==> src/rtl/mag_cmp_stream_if.sv <==
// Operand/result handshake bundle for the streaming magnitude comparator.
// The producer side drives operands and consumes results (master); the
// comparator sits on the slave modport.
interface mag_cmp_stream_if #(
  parameter int WIDTH = 8
);
  logic [WIDTH-1:0] a;
  logic [WIDTH-1:0] b;
  logic             signed_mode;
  logic             in_valid;
  logic             in_ready;
  logic [1:0]       result;
  logic             out_valid;
  logic             out_ready;

  modport master (
    output a, b, signed_mode, in_valid, out_ready,
    input  in_ready, result, out_valid
  );

  modport slave (
    input  a, b, signed_mode, in_valid, out_ready,
    output in_ready, result, out_valid
  );
endinterface

==> src/rtl/mag_cmp_stream.sv <==
// Streaming magnitude comparator with a one-entry output register and
// saturating per-outcome event counters. Result code: 2'b10 a>b,
// 2'b01 b>a, 2'b00 equal.
module mag_cmp_stream #(
  parameter int WIDTH = 8,
  parameter int CNT_W = 16
) (
  input  logic             clk,
  input  logic             rst,
  input  logic             clr,
  mag_cmp_stream_if.slave  bus,
  output logic [CNT_W-1:0] gt_cnt,
  output logic [CNT_W-1:0] lt_cnt,
  output logic [CNT_W-1:0] eq_cnt
);

  localparam logic [0:0] ST_EMPTY = 1'b0;
  localparam logic [0:0] ST_FULL  = 1'b1;

  localparam logic [CNT_W-1:0] CNT_ONE = {{(CNT_W-1){1'b0}}, 1'b1};
  localparam logic [CNT_W-1:0] CNT_MAX = {CNT_W{1'b1}};

  logic [0:0] state_reg;
  logic [0:0] state_next;
  logic [1:0] result_reg;
  logic [1:0] result_next;

  logic       accept;
  logic       consume;
  logic       a_gt_b;
  logic       a_lt_b;
  logic [1:0] code;
  logic [2:0] hit;   // [0] a>b, [1] b>a, [2] equal

  // Inverting the sign bit maps two's-complement ordering onto unsigned
  // ordering, so one unsigned comparator serves both modes.
  logic [WIDTH-1:0] a_key;
  logic [WIDTH-1:0] b_key;

  assign a_key = {bus.a[WIDTH-1] ^ bus.signed_mode, bus.a[WIDTH-2:0]};
  assign b_key = {bus.b[WIDTH-1] ^ bus.signed_mode, bus.b[WIDTH-2:0]};

  assign a_gt_b = (a_key > b_key);
  assign a_lt_b = (a_key < b_key);
  assign code   = a_gt_b ? 2'b10 : (a_lt_b ? 2'b01 : 2'b00);
  assign hit    = {~a_gt_b & ~a_lt_b, a_lt_b, a_gt_b};

  assign bus.out_valid = (state_reg == ST_FULL);
  assign bus.in_ready  = (state_reg == ST_EMPTY) | bus.out_ready;
  assign bus.result    = result_reg;

  assign accept  = bus.in_valid & bus.in_ready;
  assign consume = bus.out_valid & bus.out_ready;

  // Output-slot FSM and result load: a new pair always refills the slot,
  // a consume without a new pair empties it.
  always_comb begin
    state_next  = state_reg;
    result_next = result_reg;
    if (accept) begin
      state_next  = ST_FULL;
      result_next = code;
    end else if (consume) begin
      state_next = ST_EMPTY;
    end
  end

  // Register the output slot; reset discards any held result.
  always_ff @(posedge clk) begin
    if (rst) begin
      state_reg  <= ST_EMPTY;
      result_reg <= 2'b00;
    end else begin
      state_reg  <= state_next;
      result_reg <= result_next;
    end
  end

  // One saturating counter per outcome; clr zeroes it unless the same
  // cycle's accepted pair lands in it, in which case it restarts at one.
  for (genvar gi = 0; gi < 3; gi++) begin : g_cnt
    logic [CNT_W-1:0] cnt_reg;

    // Count accepted pairs whose outcome matches this counter.
    always_ff @(posedge clk) begin
      if (rst) begin
        cnt_reg <= '0;
      end else if (clr) begin
        cnt_reg <= (accept && hit[gi]) ? CNT_ONE : '0;
      end else if (accept && hit[gi] && (cnt_reg != CNT_MAX)) begin
        cnt_reg <= cnt_reg + CNT_ONE;
      end
    end
  end

  assign gt_cnt = g_cnt[0].cnt_reg;
  assign lt_cnt = g_cnt[1].cnt_reg;
  assign eq_cnt = g_cnt[2].cnt_reg;

endmodule
==> src/flat_wrapper.sv <==
// flat-port wrapper written by rule: the top's interface ports become plain ports
module mag_cmp_stream_flat 
#(
  parameter int WIDTH = 8,
  parameter int CNT_W = 16
)
  (clk, rst, clr, gt_cnt, lt_cnt, eq_cnt, bus_a, bus_b, bus_signed_mode, bus_in_valid, bus_out_ready, bus_in_ready, bus_result, bus_out_valid);
  mag_cmp_stream_if #(.WIDTH(WIDTH)) bus_i ();
  input  logic clk;
  input  logic rst;
  input  logic clr;
  output logic [CNT_W-1:0] gt_cnt;
  output logic [CNT_W-1:0] lt_cnt;
  output logic [CNT_W-1:0] eq_cnt;
  input wire logic [$bits(bus_i.a)-1:0] bus_a;
  input wire logic [$bits(bus_i.b)-1:0] bus_b;
  input wire logic [$bits(bus_i.signed_mode)-1:0] bus_signed_mode;
  input wire logic [$bits(bus_i.in_valid)-1:0] bus_in_valid;
  input wire logic [$bits(bus_i.out_ready)-1:0] bus_out_ready;
  output wire logic [$bits(bus_i.in_ready)-1:0] bus_in_ready;
  output wire logic [$bits(bus_i.result)-1:0] bus_result;
  output wire logic [$bits(bus_i.out_valid)-1:0] bus_out_valid;
  assign bus_i.a = bus_a;
  assign bus_i.b = bus_b;
  assign bus_i.signed_mode = bus_signed_mode;
  assign bus_i.in_valid = bus_in_valid;
  assign bus_i.out_ready = bus_out_ready;
  assign bus_in_ready = bus_i.in_ready;
  assign bus_result = bus_i.result;
  assign bus_out_valid = bus_i.out_valid;
  mag_cmp_stream #(.WIDTH(WIDTH), .CNT_W(CNT_W)) u_core (.clk(clk), .rst(rst), .clr(clr), .bus(bus_i), .gt_cnt(gt_cnt), .lt_cnt(lt_cnt), .eq_cnt(eq_cnt));
endmodule
==> config.mk <==
export PLATFORM = sky130hd
export DESIGN_NAME = mag_cmp_stream_flat
export DESIGN_NICKNAME = d
export VERILOG_FILES = /design/src/rtl/mag_cmp_stream_if.sv /design/src/rtl/mag_cmp_stream.sv /design/src/flat_wrapper.sv
export SDC_FILE = /design/constraint.sdc
export NUM_CORES = 1
export LEC_CHECK = 0
export ABC_AREA = 1
export CORE_ASPECT_RATIO = 0.6
export CORE_MARGIN = 3
export CORE_UTILIZATION = 51
export DETAILED_ROUTE_END_ITERATION = 10
export PLACE_DENSITY = 0.89
export SLEW_MARGIN = 20
export SYNTH_ARGS = -nofsm -noshare
export SYNTH_HDL_FRONTEND = slang
export SYNTH_SLANG_ARGS = --single-unit
export TNS_END_PERCENT = 50
==> constraint.sdc <==
create_clock -name clk -period 2.1 [get_ports clk]
set_input_delay 0.21 -clock clk [delete_from_list [all_inputs] [get_ports clk]]
set_output_delay 0.21 -clock clk [all_outputs]
set_load 0.01 [all_outputs]
==> run metrics, run 1 <==
Warnings, synthesis=0; design area=0.004389 mm2; Worst Setup Slack, final=89.09 ps; uppermost layer routed=met4; WP depth=10; Synth area leader=dfxtp_1; Hold EP=u_core.bus.result[1]; total design power=2.069 mW; 1st-pass router iterations=6; TritonCTS Buffers=5; number of max-cap violations=0; Area Growth Syn to Fin=32.68%; width of the chip=110.0 um; Worst Tran Pin Value=436.8 ps; first-pass GRT wire length=14730 um; DRT antenna net count=0; most frequent cells in the layout=114 x nand2_1, 73 x nor2_1, 73 x clkdlybuf4s50_1; placed cell count=663; DIE AREA=0.007521 mm2; placed inst area=0.004195 mm2; Setup crit end kind=register; Final Core Density=70.87%; setup TNS=0 ps; 1st-iter DRT viols=410; port bufs=73; Critical Path Max Stage Delay=450 ps; largest net degree at the start of global routing=24; core area=0.006193 mm2; WL met3=1202 um; class of the most critical setup path=input port to register; Final #Nets=621; Post-Synthesis Cell Area=0.003308 mm2; status=completed; CTS Sinks=51; reg-to-reg startpoint=u_core.lt_cnt[1]; CP required=2360 ps; Die Y=68.39 um; DRC errors left=0; Min Clock Period, post-route=2011 ps; CP max FO=9; n_diodes=0; CTS tree=done; worst skew pair latency=310 ps; CTS max path bufs=2; post-synthesis sequential area ratio=30.86%; dpl hpwl=7165 um; crit-path cells=clkdlybuf4s50_1 -> xor2_1 -> ha_1 -> a21o_1 -> nor2_4 -> nand2_8 -> nand3_4 -> buf_4 -> nand3_1 -> a21oi_2; WL met1=4465 um; Yosys top cell area share=30.86%; Top Ports=74; Mapped Nets=533; Post-CTS Setup Inserts=0; vias in the first global route=3167; Worst path top cell family by delay=buffers and inverters; Mapped Cells=500; RD Place Congestion=0.9883; Area contributors post-synth=dfxtp_1 31%, nand2_1 13%, nor2_1 8.3%, nand3_1 7.9%, a21oi_1 6.8%; Fill cells=516; setup violators final=0; Max VDD drop=276.4 uV; most common cell after layout, fill and taps aside=nand2_1; Max H-tree Level=2; pwr dens=471.4 mW/mm2; Min-Delay Startpoint=u_core.bus.result[1]; Reg2Reg Setup Slack=190 ps; Root Driver=clkbuf_8; vias=3724; Worst-path clk slew=100 ps; initial antenna violation count=0; slowest CP cell=clkdlybuf4s50_1; CP bufs+invs=2; WL met2=3934 um; Netlist cell types=33; share of cells above drive strength 1=11.71%; GRT overflow=0; final hold slack=483.7 ps; Fin. Hold Viols=0; hold depth=2; Fmax=0.4973 GHz; Clock Skew=10.95 ps; Rows=22; R2R cell count=9; final wirelength=9716 um; RSZ-0062 raised after global routing=true; r2r endpoint=u_core.lt_cnt[0]; All-Layer GR Usage=24.73%; Crit. Startpoint=bus_signed_mode; Worst Path Arrival=2270 ps; synthesized flop and latch total=51; routed len/inst=14.44 um; initial cell density of the core=53.41%; Hold Crit Class=register to register; Final Max Tran Viols=0; Avg Cell Area, Syn=6.616 um2; vias per inst=5.533; part of the cycle the worst path needs=95.76%; Slew headroom=70.66%; DP Worst Slack=-259.0 ps; Leakage=1.579 nW; CP startpoint kind=input port; Final Non-Filler Cells=673
worst max-delay path by stage:
stage                                   end
after floorplan           u_core.gt_cnt[10]
after global placement    u_core.gt_cnt[14]
after detailed placement  u_core.gt_cnt[13]
after CTS                 u_core.gt_cnt[14]
after global routing      u_core.gt_cnt[12]
final                     u_core.gt_cnt[12]
logic make-up after synthesis:
group | Yosys count | share of synthesized area, %
and+or+nand+nor | 297 | 42.89
AOI/OAI and AO/OA | 63 | 9.910
buffers and inverters | 63 | 8.207
DFF | 51 | 30.86
xor gates and xnor gates | 15 | 3.971
adders and majority gates | 11 | 4.160
tightest hold or removal path, stage by stage, from the launching register on:
cell and delay [ps]:
dfxtp_1 320, nand2_1 60, a21oi_1 60
metal layers:
layer	GRT usage (%)	up-vias
li1	-	1809
met1	35.97	1681
met2	35.88	211
met3	6.598	23
met4	6.376	0
met5	0	-
final cells by class:
type	count	area [um2]	share of cell area [%]
clock buffers	5	68.82	1.568
clock inverters	3	46.29	1.055
inverters	52	195.2	4.447
multi-input cells	388	2091	47.63
flip-flops and latches	51	1021	23.26
well taps	84	105.1	2.395
repair buffers	90	862.1	19.64
synth_stat cells:
cell type  count
dfxtp_1       51
nand3_1       52
nor2_1        73
nor2_2         5
nand3b_1       5
inv_1         50
a21oi_2        2
nor3_1        13
clkbuf_1       4
a21o_1         1
inv_2          2
clkbuf_2       1
o21a_1         1
o21ai_0       14
or3_1          1
nand3_4        2
nand2_4        2
nand2_2        5
nand4_1        6
xor2_1        12
buf_6          4
nand2_1      116
nand4_2        1
ha_1          11
nor2_4         4
buf_4          1
buf_1          1
or2_2          2
nor3_4         2
a21oi_1       45
nor3_2         3
xnor2_1        3
nand3_2        5
repair_timing:
| action | in CTS | in global routing |
|---|---|---|
| hold buffers | 0 | 0 |
| setup endpoints to repair | 0 | 26 |
| gates resized for setup | 0 | 14 |
where the power goes:
part	switching [mW]	internal [mW]	total (mW)
clock network	0.353	0.359	0.712
registers	0.0116	0.980	0.991
logic	0.207	0.158	0.365
total	0.572	1.50	2.07
Note: power is estimated with default switching activity, not from simulation.
==> run 2, diff against run 1 <==
--- a/config.mk
+++ b/config.mk
@@ -8,9 +8,9 @@
 export ABC_AREA = 1
 export CORE_ASPECT_RATIO = 0.6
 export CORE_MARGIN = 3
-export CORE_UTILIZATION = 51
+export CORE_UTILIZATION = 46
 export DETAILED_ROUTE_END_ITERATION = 10
-export PLACE_DENSITY = 0.89
+export PLACE_DENSITY = 0.85
 export SLEW_MARGIN = 20
 export SYNTH_ARGS = -nofsm -noshare
 export SYNTH_HDL_FRONTEND = slang
==> constraint.sdc (replaced) <==
create_clock -name clk -period 1.69 [get_ports clk]
set_input_delay 0.169 -clock clk [delete_from_list [all_inputs] [get_ports clk]]
set_output_delay 0.169 -clock clk [all_outputs]
set_load 0.01 [all_outputs]
==> run metrics, run 2 (synthesis results as in run 1) <==
Worst Path Arrival=1950 ps (-320 ps); Switching Power=0.8784 mW (+54%); most frequent cells in the layout=102 x nand2_1, 73 x buf_4, 67 x nor2_1; RSZ-0062 raised after global routing=true; Worst Tran Pin Value=486.0 ps (+49.25 ps); class of the most critical setup path=register to register; Root Driver=clkbuf_16; vias in the first global route=3936 (+24%); setup violators final=7 (+7); GRT overflow=0 (unchanged); Top Ports=74 (unchanged); DP Worst Slack=-598.4 ps (-339.3 ps); Area Growth Syn to Fin=62.71%; failing checks=setup timing; part of the cycle the worst path needs=103.6%; area of the multi-input gates=0.002531 mm2 (+21%); Slew headroom=67.56% (-3.1 points); n_diodes=0 (unchanged); Worst-path clk slew=70 ps (-30 ps); first-pass GRT wire length=19230 um (+31%); design area=0.005383 mm2 (+23%); Fill cells=420 (-19%); Fin. Hold Viols=0 (unchanged); dpl hpwl=8191 um (+14%); uppermost layer routed=met4; Leakage=2.060 nW (+30%); CP max FO=7 (-2); Final #Nets=687 (+11%); status=finished, violations left; Reg area=0.001037 mm2 (+1.6%); CP required=1880 ps (-480 ps); DRC errors left=0 (unchanged); 1st-pass router iterations=6 (unchanged); Sw Share=29.75% (+2.1 points); WL met1=5220 um (+17%); vias per inst=5.782 (+4.5%); All-Layer GR Usage=29.17% (+4.4 points); DRT antenna net count=0 (unchanged); core area=0.006820 mm2 (+10%); CP startpoint kind=register; largest net degree at the start of global routing=22 (-8.3%); width of the chip=115.5 um (+5.0%); cell internal pwr=2.074 mW (+39%); hold depth=2 (unchanged); most common cell after layout, fill and taps aside=nand2_1; Fmax=0.5713 GHz; clock power share=34.9% (+0.5 points); DIE AREA=0.008279 mm2 (+10%); initial cell density of the core=48.50% (-4.9 points); Setup crit end kind=register; TritonCTS Buffers=5 (unchanged); Min Clock Period, post-route=1750 ps; Max VDD drop=423.5 uV (+53%); placed inst area=0.004587 mm2 (+9.3%); final wirelength=13040 um (+34%); Rows=23 (+4.5%); Worst Setup Slack, final=-60.45 ps (-149.5 ps); combinational share of power=23.3% (+5.6 points); Final Max Tran Viols=0 (unchanged); 1st-iter DRT viols=359 (-12%); worst skew pair latency=300 ps (about the same); share of cells above drive strength 1=33.13% (+21 points); RD Place Congestion=0.9999 (+1.2%); Hold Crit Class=register to register; CTS tree=done; Clock Skew=9.526 ps (-1.425 ps); CTS max path bufs=2 (unchanged); port bufs=73 (unchanged); Die Y=71.69 um (+4.8%); number of max-cap violations=0 (unchanged); WL met2=5853 um (+49%); WL met3=1599 um (+33%); Reg power frac=41.8% (-6.1 points); R2R cell count=9 (unchanged); pwr dens=548.6 mW/mm2 (+16%); Max H-tree Level=2 (unchanged); routed len/inst=17.58 um (+22%); vias=4290 (+15%); initial antenna violation count=0 (unchanged); CTS Sinks=51 (unchanged)
-- run 2: metrics by stage --
step	instances	util, %	power, mW	hold slack (ps)	setup TNS, ps
2_1_floorplan	500	-	1.512	328.7	0
4_1_cts	737	74.89	2.904	472.5	0
5_1_grt	742	78.92	3.031	489.4	-1995
3_3_place_gp	716	67.25	1.716	451.1	-23510
6_report	742	78.92	2.953	475.5	-227.2
3_5_place_dp	716	67.25	1.735	461.5	-26780
-- run 2: final cells by class --
type | instances | share of cell area (%)
Inverter | 52 | 3.626
Multi-Input combinational cell | 389 | 47.02
Tap cell | 87 | 2.022
Clock inverter | 2 | 0.2325
Timing Repair Buffer | 155 | 25.43
Sequential cell | 51 | 19.27
Clock buffer | 6 | 2.394
-- run 2: worst max-delay path: stages, from the launching register on --
cell and delay [ps]:
dfxtp_2 370, ha_4 160, nand2_4 80, nor3_4 310, nand3_4 150, nand3_4 240, buf_6 160, nand3_2 70
nand2_1 80, nor2_1 40
-- run 2: path summary, 6_finish.rpt --
| path | from | to | slack (ps) |
|---|---|---|---|
| setup / recovery | u_core.gt_cnt[1] | u_core.gt_cnt[14] | -60 |
| hold / removal | u_core.bus.result[1] | u_core.bus.result[1] | 480 |
| setup reg to reg | u_core.gt_cnt[1] | u_core.gt_cnt[14] | -60 |
| hold reg to reg | u_core.bus.result[1] | u_core.bus.result[1] | 480 |
-- run 2: repair_timing --
item,4_1_cts,5_1_grt
endpoints found under the hold margin,0,0
setup endpoints to repair,49,48
hold buffers,0,0
cloned,4,1
buffers inserted,9,7
resized for setup,90,76
pin swaps,38,37
-- run 2: power by group through the flow --
| stage | Sequential, mW | Clock, mW | Combinational [mW] |
|---|---|---|---|
| 3_5_place_dp | 1.26 | 0 | 0.480 |
| 2_1_floorplan | 1.27 | 0 | 0.246 |
| 5_1_grt | 1.23 | 1.07 | 0.723 |
| 6_report | 1.23 | 1.03 | 0.689 |
| 4_1_cts | 1.23 | 1.01 | 0.662 |
| 3_3_place_gp | 1.25 | 0 | 0.462 |
-- run 2: metal layers --
metal | vias to the layer above | track usage (%)
met1 | 1980 | 39.25
met5 | - | 0
met3 | 48 | 8.270
li1 | 1938 | -
met4 | 0 | 8.464
met2 | 324 | 45.83
==> run 3, diff against run 2 <==
--- a/config.mk
+++ b/config.mk
@@ -10,7 +10,7 @@
 export CORE_MARGIN = 3
 export CORE_UTILIZATION = 46
 export DETAILED_ROUTE_END_ITERATION = 10
-export PLACE_DENSITY = 0.85
+export PLACE_DENSITY = 0.77
 export SLEW_MARGIN = 20
 export SYNTH_ARGS = -nofsm -noshare
 export SYNTH_HDL_FRONTEND = slang
==> run metrics, run 3 (synthesis results as in run 1) <==
CTS max path bufs=2 (unchanged); CTS Sinks=51 (unchanged); slowest CP cell=dfxtp_1; Final #Nets=696 (+1.3%); pwr dens=559.4 mW/mm2 (+2.0%); CP startpoint kind=register; initial antenna violation count=0 (unchanged); worst skew pair latency=290 ps (about the same); routed len/inst=18.62 um (+5.9%); Critical Path Max Stage Delay=400 ps (+30 ps); GRT overflow=0 (unchanged); core area=0.006820 mm2 (unchanged); setup violators final=29 (+22); 1st-iter DRT viols=588 (+64%); DRT antenna net count=0 (unchanged); Die Y=71.69 um (unchanged); Worst-path clk slew=70 ps (about the same); vias=4407 (+2.7%); RD Place Congestion=0.9435 (-5.6%); Leakage=2.162 nW (+5.0%); most common cell after layout, fill and taps aside=nand2_1; Max H-tree Level=2 (unchanged); Worst Path Arrival=2080 ps (+130 ps); Top Ports=74 (unchanged); Clock Skew=2.928 ps (-6.598 ps); most frequent cells in the layout=105 x nand2_1, 72 x buf_4, 65 x nor2_1; CTS tree=done; Rows=23 (unchanged); CP max FO=6 (-1); Area Growth Syn to Fin=67.36%; failing checks=setup timing; WL met3=1779 um (+11%); Worst Tran Pin Value=631.8 ps (+145.8 ps); Fmax=0.5346 GHz (-6.4%); initial cell density of the core=48.50% (unchanged); Final Non-Filler Cells=751 (+1.2%); Hold-fix buffers, CTS=0 (unchanged); number of max-cap violations=0 (unchanged); uppermost layer routed=met4; placed cell count=712 (-0.56%); vias in the first global route=3985 (+1.2%); WL met2=6067 um (+3.7%); 1st-pass router iterations=5 (-1); CP required=1900 ps (+20 ps); DRC errors left=0 (unchanged); setup TNS=-1237 ps (-1010 ps); width of the chip=115.5 um (unchanged); DP Worst Slack=-641.9 ps (-43.55 ps); share of cells above drive strength 1=33.13% (about the same); status=finished, violations left; Hold Crit Class=register to register; area of the multi-input gates=0.002541 mm2 (+0.40%); All-Layer GR Usage=29.87% (+0.70 points); Slew headroom=57.82% (-9.7 points); Root Driver=clkbuf_16; vias per inst=5.868 (+1.5%); final wirelength=13980 um (+7.2%); part of the cycle the worst path needs=110.7% (+7.1 points); DIE AREA=0.008279 mm2 (unchanged); Fill cells=374 (-11%); dpl hpwl=8035 um (-1.9%); class of the most critical setup path=register to register; largest net degree at the start of global routing=24 (+9.1%); Final Max Tran Viols=0 (unchanged); Worst Setup Slack, final=-180.5 ps (-120.1 ps); Fin. Hold Viols=0 (unchanged); Reg area=0.001031 mm2 (-0.60%); n_diodes=0 (unchanged); WL met1=5717 um (+9.5%); first-pass GRT wire length=19770 um (+2.8%); Max VDD drop=407.0 uV (-3.9%); port bufs=73 (unchanged); TritonCTS Buffers=5 (unchanged); Setup crit end kind=register; Min Clock Period, post-route=1871 ps (+120.1 ps); crit-path cells=nand2_1 -> nor2_2 -> nand4_1 -> nand3_4 -> buf_6 -> nand3_1 -> a21oi_1; RSZ-0062 raised after global routing=true
## run 3: repair_timing
item | 4_1_cts | 5_1_grt
endpoints found under the setup margin | 49 | 47
gates cloned | 6 | 0
setup buffers | 21 | 8
hold endpoints to repair | 0 | 0
pin swaps | 45 | 45
gates resized for setup | 98 | 65
## run 3: worst paths after layout
| path | startpoint | end | slack (ps) | cells after the start |
|---|---|---|---|---|
| max | u_core.eq_cnt[7] | u_core.eq_cnt[15] | -180 | 7 |
| min | u_core.bus.result[1] | u_core.bus.result[1] | 510 | 2 |
| max reg2reg | u_core.eq_cnt[7] | u_core.eq_cnt[15] | -180 | 7 |
| min reg2reg | u_core.bus.result[1] | u_core.bus.result[1] | 510 | 2 |
## run 3: final cells by class
type                            instances  area share [%]
Multi-Input combinational cell        390           45.90
Timing Repair Buffer                  163           27.19
Sequential cell                        51           18.62
Inverter                               52           3.525
Clock buffer                            6           2.508
Tap cell                               87           1.966
Clock inverter                          2          0.2938
## run 3: power by group
group | switching (mW) | internal (mW)
combinational | 0.412 | 0.360
sequential | 0.0144 | 1.22
clock | 0.498 | 0.594
total | 0.925 | 2.17
## run 3: critical path: cells and delay by family (launching register included)
family | cells | cell delay [ps]
buffers and inverters | 1 | 130
flip-flops | 1 | 400
AND/OR/NAND/NOR | 5 | 1020
AO/OA/AOI/OAI | 1 | 240
## run 3: through the flow
| step | area (um2) | util (%) | hold slack, ps | power (mW) |
|---|---|---|---|---|
| CTS | 5253 | 77.01 | 467.0 | 3.005 |
| floorplan | 3308 | - | 328.7 | 1.512 |
| global route | 5537 | 81.18 | 525.7 | 3.171 |
| global placement | 4569 | 67.00 | 452.2 | 1.721 |
| finish | 5537 | 81.18 | 509.4 | 3.097 |
| detailed placement | 4569 | 67.00 | 456.2 | 1.733 |
## run 3: routing by layer
metal,GRT usage [%],vias to the layer above
li1,-,1960
met2,45.58,321
met1,42.02,2070
met3,9.198,56
met4,5.599,0
met5,0,-
